`src/rtl/ax301_segment_scanner.sv`:
```
// ax301_segment_scanner
//
// Second minibus initiator that refreshes the AX301 six-digit LED display on its own,
// without any CPU work. One digit is hex-decoded per refresh tick. Each digit is sent to the
// display register as a single write of {sel, segment}. When scanning is disabled, one
// all-off word is written so that no digit stays lit.
//
// Parameters
//   CLK_FREQ_HZ     input clock frequency
//   DIGIT_RATE_HZ   digit refresh rate; TICK_DIV = CLK_FREQ_HZ / DIGIT_RATE_HZ (must be >= 2)
//   ADDR_WIDTH      minibus address width
//   DATA_WIDTH      minibus write-data width (>= 14)
//   SEG_ADDR        minibus address of the display register
//   DIGITS          number of digits scanned (1..6)
//   ACTIVE_LOW      1: sel and segment lines are driven active-low (AX301 board)
//   TIMEOUT_CYCLES  maximum number of cycles wen is held while waiting for ready
//
// Ports
//   clk         clock
//   rst         asynchronous active-high reset
//   en          scanning enable
//   value       digit i shows value[4i+3:4i]
//   dp_mask     bit i lights the decimal point of digit i
//   blank_mask  bit i forces all segments of digit i off (DP included)
//   addr        minibus address (SEG_ADDR while wen is high, otherwise 0)
//   wdata       minibus write data: [13:8] sel, [7:0] segments, other bits 0
//   wen         minibus write strobe
//   ren         minibus read strobe (always 0; this master only writes)
//   ready       minibus completion from the slave
//   busy        1 while scanning or while the blanking write is pending
//   err         sticky: some write timed out; cleared only by rst
module ax301_segment_scanner #(
  parameter int unsigned           CLK_FREQ_HZ    = 50_000_000,
  parameter int unsigned           DIGIT_RATE_HZ  = 1_000,
  parameter int unsigned           ADDR_WIDTH     = 16,
  parameter int unsigned           DATA_WIDTH     = 16,
  parameter logic [ADDR_WIDTH-1:0] SEG_ADDR       = '0,
  parameter int unsigned           DIGITS         = 6,
  parameter bit                    ACTIVE_LOW     = 1'b1,
  parameter int unsigned           TIMEOUT_CYCLES = 255
) (
  input  logic                  clk,
  input  logic                  rst,
  input  logic                  en,
  input  logic [23:0]           value,
  input  logic [5:0]            dp_mask,
  input  logic [5:0]            blank_mask,
  output logic [ADDR_WIDTH-1:0] addr,
  output logic [DATA_WIDTH-1:0] wdata,
  output logic                  wen,
  output logic                  ren,
  input  logic                  ready,
  output logic                  busy,
  output logic                  err
);

  localparam int unsigned TICK_DIV = CLK_FREQ_HZ / DIGIT_RATE_HZ;
  localparam int unsigned CNT_W    = (TICK_DIV > 1) ? $clog2(TICK_DIV) : 1;
  localparam int unsigned TO_W     = (TIMEOUT_CYCLES > 1) ? $clog2(TIMEOUT_CYCLES + 1) : 1;

  localparam logic [CNT_W-1:0] TICK_LAST  = CNT_W'(TICK_DIV - 1);
  localparam logic [TO_W-1:0]  TO_LAST    = TO_W'(TIMEOUT_CYCLES - 1);
  localparam logic [2:0]       DIGIT_LAST = 3'(DIGITS - 1);

  // All-off word: sel=0 and seg=0 in active-high form, inverted for active-low boards.
  localparam logic [DATA_WIDTH-1:0] BLANK_WORD =
      ACTIVE_LOW ? DATA_WIDTH'(16'h3FFF) : '0;

  typedef enum logic [2:0] {
    StIdle,
    StLatch,
    StWrite,
    StWait,
    StBlank
  } state_e;

  // Hex digit to active-high gfedcba segment pattern.
  function automatic logic [6:0] hex_to_seg(input logic [3:0] nib);
    logic [6:0] seg;
    case (nib)
      4'h0:    seg = 7'h3F;
      4'h1:    seg = 7'h06;
      4'h2:    seg = 7'h5B;
      4'h3:    seg = 7'h4F;
      4'h4:    seg = 7'h66;
      4'h5:    seg = 7'h6D;
      4'h6:    seg = 7'h7D;
      4'h7:    seg = 7'h07;
      4'h8:    seg = 7'h7F;
      4'h9:    seg = 7'h6F;
      4'hA:    seg = 7'h77;
      4'hB:    seg = 7'h7C;
      4'hC:    seg = 7'h39;
      4'hD:    seg = 7'h5E;
      4'hE:    seg = 7'h79;
      default: seg = 7'h71;
    endcase
    return seg;
  endfunction

  state_e                state_q, state_d;
  logic [CNT_W-1:0]      cnt_q, cnt_d;
  logic [2:0]            digit_q, digit_d;
  logic [TO_W-1:0]       to_cnt_q, to_cnt_d;
  logic                  err_q, err_d;
  logic [DATA_WIDTH-1:0] wdata_q, wdata_d;
  logic [23:0]           snap_value_q;
  logic [5:0]            snap_dp_q;
  logic [5:0]            snap_blank_q;
  logic                  snap_load;

  logic                  tick;
  logic [23:0]           src_value;
  logic [5:0]            src_dp;
  logic [5:0]            src_blank;
  logic [3:0]            nibble;
  logic [7:0]            seg_on;
  logic [5:0]            sel_on;
  logic [DATA_WIDTH-1:0] digit_word;

  // Refresh tick counter; held at zero while idle so every scan starts on a fresh slot.
  assign tick = (cnt_q == TICK_LAST);

  always_comb begin
    cnt_d = '0;
    if (state_q != StIdle) begin
      cnt_d = tick ? '0 : cnt_q + 1'b1;
    end
  end

  // Digit 0 reads the live inputs (the snapshot is taken in that same cycle); later digits read
  // the snapshot, so a frame never mixes old and new values.
  always_comb begin
    src_value = value;
    src_dp    = dp_mask;
    src_blank = blank_mask;
    if (digit_q != 3'd0) begin
      src_value = snap_value_q;
      src_dp    = snap_dp_q;
      src_blank = snap_blank_q;
    end
    nibble = src_value[{digit_q, 2'b00} +: 4];
    seg_on = {src_dp[digit_q], hex_to_seg(nibble)};
    if (src_blank[digit_q]) begin
      seg_on = 8'h00;
    end
    sel_on            = 6'b000001 << digit_q;
    digit_word        = '0;
    digit_word[13:8]  = ACTIVE_LOW ? ~sel_on : sel_on;
    digit_word[7:0]   = ACTIVE_LOW ? ~seg_on : seg_on;
  end

  // Next-state logic.
  always_comb begin
    state_d   = state_q;
    digit_d   = digit_q;
    to_cnt_d  = to_cnt_q;
    err_d     = err_q;
    wdata_d   = wdata_q;
    snap_load = 1'b0;

    case (state_q)
      StIdle: begin
        digit_d = 3'd0;
        if (en) begin
          state_d = StLatch;
        end
      end

      StLatch: begin
        snap_load = (digit_q == 3'd0);
        wdata_d   = digit_word;
        to_cnt_d  = '0;
        state_d   = StWrite;
      end

      StWrite, StBlank: begin
        // A timed-out write is abandoned like a completed one; the scan keeps going.
        if (ready || (to_cnt_q == TO_LAST)) begin
          if (!ready) begin
            err_d = 1'b1;
          end
          if (state_q == StWrite) begin
            state_d = StWait;
          end else begin
            state_d = StIdle;
            digit_d = 3'd0;
          end
        end else begin
          to_cnt_d = to_cnt_q + 1'b1;
        end
      end

      StWait: begin
        // Disable wins over the tick: blank right away rather than at the slot boundary.
        if (!en) begin
          wdata_d  = BLANK_WORD;
          to_cnt_d = '0;
          state_d  = StBlank;
        end else if (tick) begin
          digit_d = (digit_q == DIGIT_LAST) ? 3'd0 : digit_q + 3'd1;
          state_d = StLatch;
        end
      end

      default: begin
        state_d = StIdle;
      end
    endcase
  end

  always_ff @(posedge clk or posedge rst) begin
    if (rst) begin
      state_q      <= StIdle;
      cnt_q        <= '0;
      digit_q      <= 3'd0;
      to_cnt_q     <= '0;
      err_q        <= 1'b0;
      wdata_q      <= '0;
      snap_value_q <= '0;
      snap_dp_q    <= '0;
      snap_blank_q <= '0;
    end else begin
      state_q  <= state_d;
      cnt_q    <= cnt_d;
      digit_q  <= digit_d;
      to_cnt_q <= to_cnt_d;
      err_q    <= err_d;
      wdata_q  <= wdata_d;
      if (snap_load) begin
        snap_value_q <= value;
        snap_dp_q    <= dp_mask;
        snap_blank_q <= blank_mask;
      end
    end
  end

  // Strobes decode straight from state so an asynchronous reset drops them immediately.
  assign wen   = (state_q == StWrite) || (state_q == StBlank);
  assign addr  = wen ? SEG_ADDR : '0;
  assign ren   = 1'b0;
  assign wdata = wdata_q;
  assign busy  = (state_q != StIdle);
  assign err   = err_q;

endmodule

```
`config.mk`:
```
export PLATFORM = sky130hd
export DESIGN_NAME = ax301_segment_scanner
export DESIGN_NICKNAME = d
export VERILOG_FILES = /design/src/rtl/ax301_segment_scanner.sv
export SDC_FILE = /design/constraint.sdc
export NUM_CORES = 1
export LEC_CHECK = 0
export ABC_AREA = 1
export BUFFER_PORTS_ARGS = -buffer_cell sky130_fd_sc_hd__clkbuf_2
export CAP_MARGIN = 10
export CORE_MARGIN = 1
export CORE_UTILIZATION = 56
export DETAILED_ROUTE_END_ITERATION = 10
export GPL_TIMING_DRIVEN = 1
export MAX_ROUTING_LAYER = met4
export PLACE_DENSITY = 0.8
export SYNTH_ARGS = -nofsm -noshare
export SYNTH_HDL_FRONTEND = slang
export SYNTH_SLANG_ARGS = --single-unit
```
`constraint.sdc`:
```
create_clock -name clk -period 2.9 [get_ports clk]
set_input_delay 0.58 -clock clk [delete_from_list [all_inputs] [get_ports clk]]
set_output_delay 0.58 -clock clk [all_outputs]
set_load 0.02 [all_outputs]
```
==> summary by stage <==
Run status
The run finished with clean final reports.

GRT
The number of global-route vias before repair was 2928. The initial antenna violation count is 0. The first global-routing pass estimated 13800 um of wire. The met2 global-route usage is 36.9%. Summed over all layers, the global routing overflow is 0.

In the global route stage, overall resource usage came out at 24.1%. The layer with the highest usage after global routing is met2. Entering global routing, the biggest net connects 48 pins.

The met3 usage in global routing is 5.45%. Global routing consumed, on the met1 layer, 31.5% of the routing resources.

Synthesis
The portion of the post-synthesis area used by sequential elements is 44.0%. The synthesized instance count is 485. After synthesis, the largest area contributor takes up 44.0% of total cell area. The cell taking the most area after synthesis is dfrtp_1. After synthesis, the netlist uses 46 different library cells.

The most instantiated flip-flop cell in the synthesis netlist is dfrtp_1. The cell area after synthesis is 0.00427 mm2. Yosys printed 0 warnings. In this run, synthesis inferred 0 flip-flops with an integrated enable. The mean area per synthesized cell is 8.80 um2. The share of synthesized flip-flops with an asynchronous set or reset is 100%.

The flip-flop and latch count after synthesis is 75. Sorting the synthesized cells by area gives the leading types as dfrtp_1 44%, nand2_1 7.0%, mux2_2 6.1%.

Floorplanning
The area of the die is 0.00797 mm2. The die is 89.3 um wide. The initial standard-cell utilization of the core is 58.5%.

76 I/O pins were placed. Measured along the y axis, the die boundary spans 89.3 um. The core region is 0.00729 mm2. The floorplan has 31 rows.

Final layout
The commonest non-fill, non-tap cell in the layout is nand2_1. The final antenna diode count is 0. The ratio of cells with drive above 1 in the final layout is 27.6%. From synthesis to final layout, the design area changed by 12.3%. In the final layout, the multi-input gates occupy 0.00198 mm2.

The top cell types in the final layout, fill and taps aside, are 80 x nand2_1, 75 x dfrtp_1, 56 x clkbuf_2. Registers take 0.00188 mm2. The number of fill cells in the layout is 608. At the end of the flow, the number of nets in the layout was 591.

Pwr
The analysis attributes to cell leakage a power of 2.32 nW. IR analysis of the VDD net gives a maximum drop of 0.476 mV. Power spread over the standard cell area amounts to 834 mW/mm2.

Clock tree
The number of buffers inserted by hold repair at cts is 0. The clock tree from TritonCTS is yes. The buffer depth of the longest clock path is 2. The clock tree root driver cell is clkbuf_8. The clock net in this run drives a total of 75 sinks.

The H-tree was split into 3 levels. Clock-pin slew was measured on the worst setup and hold paths at 0.08 ns. Buffers added to address setup during post-CTS repair amount to 0.

The total CTS buffers is 9. The number of resized instances in the post-cts repair step is 0. For the worst-skew pair, the clock arrives at the later sink with an insertion delay of 0.36 ns.

Hold path
The path class of the tightest hold or removal check is in2async.

Setup path
At the worst endpoint, the required time is 3.19 ns. Data arrives at the worst endpoint at 2.54 ns. The worst setup path is captured at a flop. The launching element type of the critical path is a flop. Of all nets on the critical path, the largest fanout is 9. By startpoint and endpoint, the worst setup path is classified as reg2reg.

Timing
The number of hold violations in the final report is 0. The time the worst path needs with I/O delays and setup is 2.25 ns. Setup repair after global routing left no endpoint under its margin. The number of max-slew violations in the final report is 0. At the pin with the least slew margin, the transition time is 0.696 ns. The setup violation total in the final timing report is 0. The final setup TNS is 0 ns. The worst setup margin is 0.650 ns. The part of the cycle the worst path needs is 77.6%. The worst clock skew is 0.00843 ns. The worst relative slew slack is 53.6%.

Based on the critical path, the design can be clocked at up to 444 MHz.

Placement
The number of port buffers is 56. The half-perimeter wire length of the detailed placement result is 6320 um. Routability-driven placement finished with a final weighted congestion of 0.959.

Timing analysis after detailed placement gives a worst setup slack of 0.694 ns.

Drt
The detail route stage leaves a number of antenna-violating nets equal to 0. The overall via count from detail_route is 3301. The routed length per placed instance is 13.2 um. Before antenna repair, the detailed router went through 4 iterations. After the first detailed-routing iteration, the DRC count stood at 125.

The detailed-route DRC error count is 0. After detailed routing, the number of vias per cell comes to 5.10. The routed design has 8570 um of wire.

Flow run
Across the run, the number of max-cap violations was 0.
## power breakdown
| part | leakage [nW] | internal (mW) | switching (mW) |
|---|---|---|---|
| combinational | 1.29 | 0.562 | 0.837 |
| sequential | 0.901 | 1.38 | 0.227 |
| clock | 0.126 | 0.596 | 0.393 |
## synth_stat cells, types with 2 or more instances
cell       n
a21boi_1   2
a21oi_1   17
a21oi_2    2
a31oi_1    2
buf_2      3
buf_4     21
buf_6      5
dfrtp_1   75
ha_1       8
inv_1     53
inv_2      6
mux2_2    23
nand2_1   80
nand2_2    9
nand2_4    3
nand3_1   28
nand3_2    3
nand4_1    4
nor2_1    49
nor2_2     4
nor2_4     3
nor2_8     3
nor3_1    10
o21a_1     3
o21ai_0   18
o21ai_1   10
o21ai_2    4
o21bai_1   2
o22ai_1    6
or2_2      7
xor2_1     7
## state kept, by name, summed over array words and instances (netlist names)
signal and cells:
cnt_q 16, digit_q 3, err 1, snap_blank_q 5, snap_dp_q 5, snap_value_q 20, state_q 3, to_cnt_q 8
wdata 14
## per-layer routing
metal / share of wire, % / vias to the layer above
met5: 0 / -
met4: 1.7 / 0
met3: 4.0 / 12
met2: 47 / 91
met1: 47 / 1546
li1: - / 1652
## area by class of cell
class	count	area share, %
Multi-Input combinational cell	336	41.3
Sequential cell	75	39.2
Timing Repair Buffer	59	6.58
Inverter	62	5.14
Clock buffer	10	2.87
Tap cell	99	2.58
Clock inverter	6	2.35
## kinds of logic after synthesis
group,after synthesis,synth area share [%]
buf+inv,92,11.2
flops,75,44.0
compound gates,70,9.73
fa+ha+maj,8,2.35
mux,23,6.07
xor+xnor,8,1.64
other cells,1,0.0879
simple gates,208,24.9
## worst max-delay path, stage by stage, from the launching register on
cell and delay [ns]:
dfrtp_1 0.71, inv_2 0.20, nand3_1 0.12, nand2_1 0.09
nor2_1 0.11, nor2_1 0.05, nor2_2 0.19, ha_1 0.25
inv_1 0.08, a21oi_1 0.15, nand2_1 0.06, nand2_1 0.06
nor2_1 0.04, nor2_1 0.08
## path summary, 6_finish.rpt
check                      depth (start not counted)  slack [ns]                        to                   start
max                                               13        0.65      wdata[0]$_DFFE_PP0P_  digit_q[0]$_DFFE_PP0P_
min in group clk                                   2        0.40           err$_DFFE_PP0P_                   ready
max in group asynchronous                          3        1.95  snap_dp_q[1]$_DFFE_PP0P_                     rst
min reg2reg                                        1        0.49           err$_DFFE_PP0P_         err$_DFFE_PP0P_
max reg2reg                                       13        0.65      wdata[0]$_DFFE_PP0P_  digit_q[0]$_DFFE_PP0P_
min                                                2        0.27      wdata[0]$_DFFE_PP0P_                     rst
## through the flow
step / std cells / power (mW) / util [%] / cell area (um2) / hold WS, ns
finish: 647 / 4.00 / 65.7 / 4790 / 0.275
global placement: 631 / 2.95 / 62.3 / 4540 / 0.448
detailed placement: 631 / 3.01 / 62.3 / 4540 / 0.469
floorplan: 503 / 2.67 / - / 4340 / 0.433
global route: 647 / 4.25 / 65.7 / 4790 / 0.329
CTS: 647 / 4.02 / 65.7 / 4790 / 0.286
Note: power is estimated with default switching activity, not from simulation.
